**src/rtl/id_ex_stage.sv**
```systemverilog
// id_ex_stage: decode stage with register file, write-first bypass, load-use stall and ID/EX register
module id_ex_stage #(
    parameter int DATA_WIDTH = 32,
    parameter int NUM_REGS   = 32,
    parameter int CTRL_WIDTH = 12,
    parameter int CNT_WIDTH  = 16
) (
    input  logic                  clk,
    input  logic                  rst,
    input  logic                  ValidD,
    input  logic [31:0]           InstrD,
    input  logic [DATA_WIDTH-1:0] PCD,
    input  logic [DATA_WIDTH-1:0] PCPlus4D,
    input  logic [DATA_WIDTH-1:0] ImmExtD,
    input  logic [CTRL_WIDTH-1:0] CtrlD,
    input  logic                  UsesRs1D,
    input  logic                  UsesRs2D,
    input  logic                  LoadD,
    input  logic                  RegWriteW,
    input  logic [4:0]            RdW,
    input  logic [DATA_WIDTH-1:0] ResultW,
    input  logic                  FlushE,
    output logic                  StallD,
    output logic                  ValidE,
    output logic                  LoadE,
    output logic [CTRL_WIDTH-1:0] CtrlE,
    output logic [DATA_WIDTH-1:0] RD1E,
    output logic [DATA_WIDTH-1:0] RD2E,
    output logic [DATA_WIDTH-1:0] ImmExtE,
    output logic [DATA_WIDTH-1:0] PCE,
    output logic [DATA_WIDTH-1:0] PCPlus4E,
    output logic [4:0]            Rs1E,
    output logic [4:0]            Rs2E,
    output logic [4:0]            RdE,
    output logic [2:0]            funct3E,
    output logic [CNT_WIDTH-1:0]  StallCount,
    output logic [DATA_WIDTH-1:0] a0
);
    // Always 32 entries so any 5-bit index is legal; entries at or above NUM_REGS are never written or read.
    logic [DATA_WIDTH-1:0] regs [32];
    logic [4:0] rs1, rs2;
    logic [DATA_WIDTH-1:0] rd1, rd2;
    logic hazard, bubble, wr_en, unused;

    function automatic logic in_file(input logic [4:0] r);
        return r != 5'd0 && 32'(r) < NUM_REGS;
    endfunction

    always_comb begin
        rs1 = InstrD[19:15];
        rs2 = InstrD[24:20];
        wr_en = RegWriteW && in_file(RdW);
        rd1 = !in_file(rs1) ? '0 : (wr_en && RdW == rs1) ? ResultW : regs[rs1];
        rd2 = !in_file(rs2) ? '0 : (wr_en && RdW == rs2) ? ResultW : regs[rs2];
        hazard = ValidD && ValidE && LoadE && RdE != 5'd0 &&
                 ((UsesRs1D && rs1 == RdE) || (UsesRs2D && rs2 == RdE));
        StallD = hazard && !FlushE;
        bubble = FlushE || StallD || !ValidD;
        a0 = regs[10];
        unused = ^{InstrD[31:25], InstrD[6:0]};
    end

    always_ff @(posedge clk)
        if (rst) begin
            for (int i = 0; i < 32; i++) regs[i] <= '0;
            StallCount <= '0;
        end else begin
            if (wr_en) regs[RdW] <= ResultW;
            if (StallD && StallCount != '1) StallCount <= StallCount + 1'b1;
        end

    // Bubbles zero every field, not just ValidE, so E-stage contents are deterministic.
    always_ff @(posedge clk)
        if (rst || bubble) begin
            ValidE   <= 1'b0;
            LoadE    <= 1'b0;
            CtrlE    <= '0;
            RD1E     <= '0;
            RD2E     <= '0;
            ImmExtE  <= '0;
            PCE      <= '0;
            PCPlus4E <= '0;
            Rs1E     <= '0;
            Rs2E     <= '0;
            RdE      <= '0;
            funct3E  <= '0;
        end else begin
            ValidE   <= 1'b1;
            LoadE    <= LoadD;
            CtrlE    <= CtrlD;
            RD1E     <= rd1;
            RD2E     <= rd2;
            ImmExtE  <= ImmExtD;
            PCE      <= PCD;
            PCPlus4E <= PCPlus4D;
            Rs1E     <= rs1;
            Rs2E     <= rs2;
            RdE      <= InstrD[11:7];
            funct3E  <= InstrD[14:12];
        end
endmodule

```
**config.mk**
```make
export PLATFORM = sky130hd
export DESIGN_NAME = id_ex_stage
export DESIGN_NICKNAME = d
export VERILOG_FILES = /design/src/rtl/id_ex_stage.sv
export SDC_FILE = /design/constraint.sdc
export NUM_CORES = 2
export LEC_CHECK = 0
export BUFFER_PORTS_ARGS = -buffer_cell sky130_fd_sc_hd__clkbuf_2
export CORE_ASPECT_RATIO = 1.2
export CORE_MARGIN = 4
export CORE_UTILIZATION = 60
export CTS_CLUSTER_SIZE = 10
export DETAILED_ROUTE_END_ITERATION = 8
export PLACE_DENSITY = 0.84
export SLEW_MARGIN = 10
export SYNTH_ARGS = -nofsm -noshare
export SYNTH_HDL_FRONTEND = slang
export SYNTH_SLANG_ARGS = --single-unit
```
**constraint.sdc**
```tcl
create_clock -name clk -period 2.4 [get_ports clk]
set_input_delay 0.12 -clock clk [delete_from_list [all_inputs] [get_ports clk]]
set_output_delay 0.12 -clock clk [all_outputs]
set_load 0.1 [all_outputs]
```
==> flow_metrics.env <==
export IMPL_hpwl_um=119000
export IMPL_cpMaxStageDelayCell="dfxtp_2"
export IMPL_r2r_end="ImmExtE[31]$_SDFF_PP0_"
export IMPL_cts_sinks=1232
export IMPL_pre_cts_ws_ns=-0.0142
export IMPL_max_freq_ghz=0.406
export IMPL_r2r_start="RdE[1]$_SDFF_PP0_"
export IMPL_ys_warn_count=0
export IMPL_slew_viol_final=0
export IMPL_postRouteAntennaNets=0
export IMPL_synthesis_area_mm2=0.0607
export IMPL_power_density_mw_per_mm2=711
export IMPL_grt_pass1_vias=44800
export IMPL_cts_buffers=141
export IMPL_cp_start_kind="flip-flop"
export IMPL_synthToLayoutAreaGrowth_pct=18.7
export IMPL_worst_endpoint_arrival_ns=2.34
export IMPL_most_common_layout_cells="and2_1 (1,109), edfxtp_1 (1,024), clkbuf_2 (404)"
export IMPL_cp_end_kind="output port"
export IMPL_ff2ff_path_depth=9
export IMPL_cts_root_buf="clkbuf_16"
export IMPL_synth_main_ff_cell="edfxtp_1"
export IMPL_p_clk_share_pct=38.5
export IMPL_first_pass_iters=9
export IMPL_vias=43800
export IMPL_hold_violations=1
export IMPL_insertion_delay_ns=0.79
export IMPL_core_mm2=0.100
export IMPL_power_switching_mw=13.5
export IMPL_tightest_slew_ns=1.05
export IMPL_cp_slowest_stage_delay_ns=0.33
export IMPL_place_port_buffers=411
export IMPL_grt_util_all_layers_pct=35.8
export IMPL_grt_setup_unrepaired="yes"
export IMPL_dieArea_mm2=0.106
export IMPL_leakagePower_nw=27.4
export IMPL_grt_max_degree=82
export IMPL_clock_path_buffers=3
export IMPL_crit_buf_inv=3
export IMPL_avgViaCountPerCell=6.83
export IMPL_grt_antenna_before_repair=14
export IMPL_ys_ff_latch=1232
export IMPL_drc=2
export IMPL_violations="design-rule violations, negative hold slack, negative setup slack"
export IMPL_ioPinCount=426
export IMPL_post_route_cells_drive_above_1_share_pct=26.6
export IMPL_skew_ns=0.0302
export IMPL_maxCapViolations=0
export IMPL_place_gp_congestion=0.941
export IMPL_die_h_um=357
export IMPL_holdPathStages=7
export IMPL_slew_headroom_pct=29.7
export IMPL_cts_tree="built"
export IMPL_path_max_fanout=4
export IMPL_fillers=5869
export IMPL_placedCellCount=6019
export IMPL_r2r_slack_ns=-0.05
export IMPL_crit_path_end="StallD"
export IMPL_die_w_um=298
export IMPL_drt_wl_total_um=197000
export IMPL_multi_input_area_mm2=0.0243
export IMPL_synth_compound_area_share_pct=5.81
export IMPL_path_cells="buf_4, xnor2_1, nand4_1, o22ai_4, buf_6, and2_4, buf_12"
export IMPL_drt_initial_drc_count=6492
export IMPL_power_switching_share_pct=26.4
export IMPL_outcome="finished, violations left"
export IMPL_setup_ws_ns=-0.0614
export IMPL_synth_cell_types=56
export IMPL_p_int_mw=37.8
export IMPL_combPwrFrac_pct=12.9
export IMPL_post_route_period_util_pct=103
export IMPL_synth_top_family_by_area="multiplexers"
export IMPL_cp_required_ns=2.28
export IMPL_avgSynthCellArea_um2=13.9
export IMPL_synthCells=4379
export IMPL_final_min_clock_period_ns=2.46
export IMPL_grt_pass1_wl_um=282000
export IMPL_regArea_mm2=0.0349
export IMPL_num_rows=127
export IMPL_yosys_area_share_simple_pct=14.8
export IMPL_layoutNonFillerInstCount=6412
export IMPL_fin_nets=5144
export IMPL_layout_commonest_cell="and2_1"
export IMPL_min_path_type="input port to flip-flop"
export IMPL_ir_worst_vdd_v=0.000728
export IMPL_synthAdderAreaFrac_pct=0.0206
export IMPL_htreeDepth=4
export IMPL_synthXorXnorAreaFrac_pct=0.332
export IMPL_synth_mux_area_share_pct=18.3
export IMPL_synth_async_reset_ratio_pct=0
export IMPL_crit_path_start="RdE[1]$_SDFF_PP0_"
export IMPL_power_mw=51.3
export IMPL_initial_core_util_pct=60.6
export IMPL_cp_num_cells=7
export IMPL_whs_ns=-0.00778
export IMPL_clk_pin_slew_ns=0.06
export IMPL_grt_ovfl_total=0
export IMPL_path_class="flip-flop to output port"
export IMPL_ys_seq_area_share_pct=57.5
export IMPL_power_frac_seq_pct=48.5
export IMPL_route_detailed_wl_per_inst_um=30.7
export IMPL_critical_path_top_delay_family="buffers and inverters"
export IMPL_setup_viol=40
export IMPL_synth_edf_count=1024
==> registers in the layout (all words and copies together) (netlist names) <==
signal      flops
RdE             5
RD2E           32
funct3E         3
LoadE           1
Rs1E            5
regs         1024
Rs2E            5
ValidE          1
StallCount     16
ImmExtE        32
RD1E           32
PCE            32
CtrlE          12
PCPlus4E       32
==> what timing repair did <==
item	in CTS	in global routing
endpoints found under the setup margin	2	141
setup buffers	9	4
gates resized for setup	16	54
pin swaps	12	18
gates cloned	3	5
hold buffers	132	0
endpoints found under the hold margin	208	0
==> metal layers <==
layer / part of all wire, % / track usage (%)
met5: 0.018 / 0
met4: 6.7 / 21.8
met3: 13 / 9.01
met2: 49 / 59.5
met1: 32 / 42.3
==> Yosys cell counts, drive strengths merged (2+ instances only) <==
library cell     n  share of area (%)
xor2             9               0.13
and3b            2              0.029
buf            139                1.3
a22o            62               0.89
nor3            21               0.29
nor2b           17               0.18
xnor2           14               0.20
o21ai          104               0.88
or3b             2              0.029
mux2i          389                6.4
a211oi          19               0.23
a22oi           59               0.73
nor3b            9               0.11
nand3           31               0.26
clkbuf         309                1.9
edfxtp        1024                 51
a221oi         171                2.5
mux4           320                 12
nor2           109               0.68
dfxtp          208                6.9
nand3b           6              0.074
a221o            9               0.15
and3            27               0.28
inv              5              0.031
o31ai            4              0.049
nand2           52               0.32
and4             2              0.029
a21oi           31               0.26
nand2b           2              0.021
and2          1122                 12
or2             33               0.34
or3              8              0.082
or4              5              0.062
nor4             2              0.021
nand4           39               0.40
mux2             2              0.037
==> worst reg2reg max path, delay by kind of cell, from the launching register on <==
kind	cells	cell delay, ns
DFF	1	0.33
buffers and inverters	5	0.73
and+or+nand+nor	2	0.62
AOI/OAI and AO/OA	2	0.68
==> layout make-up <==
type	count	share of cell area (%)
Clock buffer	218	5.29
Timing Repair Buffer	853	9.71
Antenna cell	8	0.0278
Tap cell	1354	2.35
Multi-Input combinational cell	2725	33.8
Clock inverter	17	0.403
Inverter	5	0.0260
Sequential cell	1232	48.4
==> kinds of logic after synthesis <==
group	after synthesis
simple gates	1491
flops	1232
mux	711
compound gates	467
buf+inv	453
xor+xnor	23
fa+ha+maj	1
other cells	1
==> worst min-delay path by stage <==
| stage | slack (ns) | end | from |
|---|---|---|---|
| final | -0.008 | StallCount[2]$_SDFFE_PP0P_ | ValidD |
| after CTS | 0.003 | RD1E[26]$_SDFF_PP0_ | ResultW[26] |
| after global placement | 0.32 | PCPlus4E[4]$_SDFF_PP0_ | PCPlus4D[4] |
| after floorplan | 0.24 | LoadE$_SDFF_PP0_ | LoadD |
| after global routing | 0.05 | Rs2E[3]$_SDFF_PP0_ | InstrD[23] |
| after detailed placement | 0.32 | PCPlus4E[0]$_SDFF_PP0_ | PCPlus4D[0] |
==> power groups by stage <==
stage	combinational, mW	clock, mW	sequential [mW]
6_report	6.64	19.8	24.9
5_1_grt	6.82	20.7	24.9
4_1_cts	6.37	19.7	24.8
3_5_place_dp	6.10	0	25.2
3_3_place_gp	6.00	0	25.1
2_1_floorplan	3.10	0	25.9
==> per-stage QoR <==
stage                     utilization, %  instance area, um^2  setup TNS (ns)
after detailed placement            65.9                66100         -0.0222
after global placement              65.9                66100               0
final                               71.9                72100          -0.803
after CTS                           71.6                71800           -1.11
after floorplan                        -                60900               0
after global routing                71.9                72100           -4.87
No activity file was read; power rests on OpenSTA's default activity.
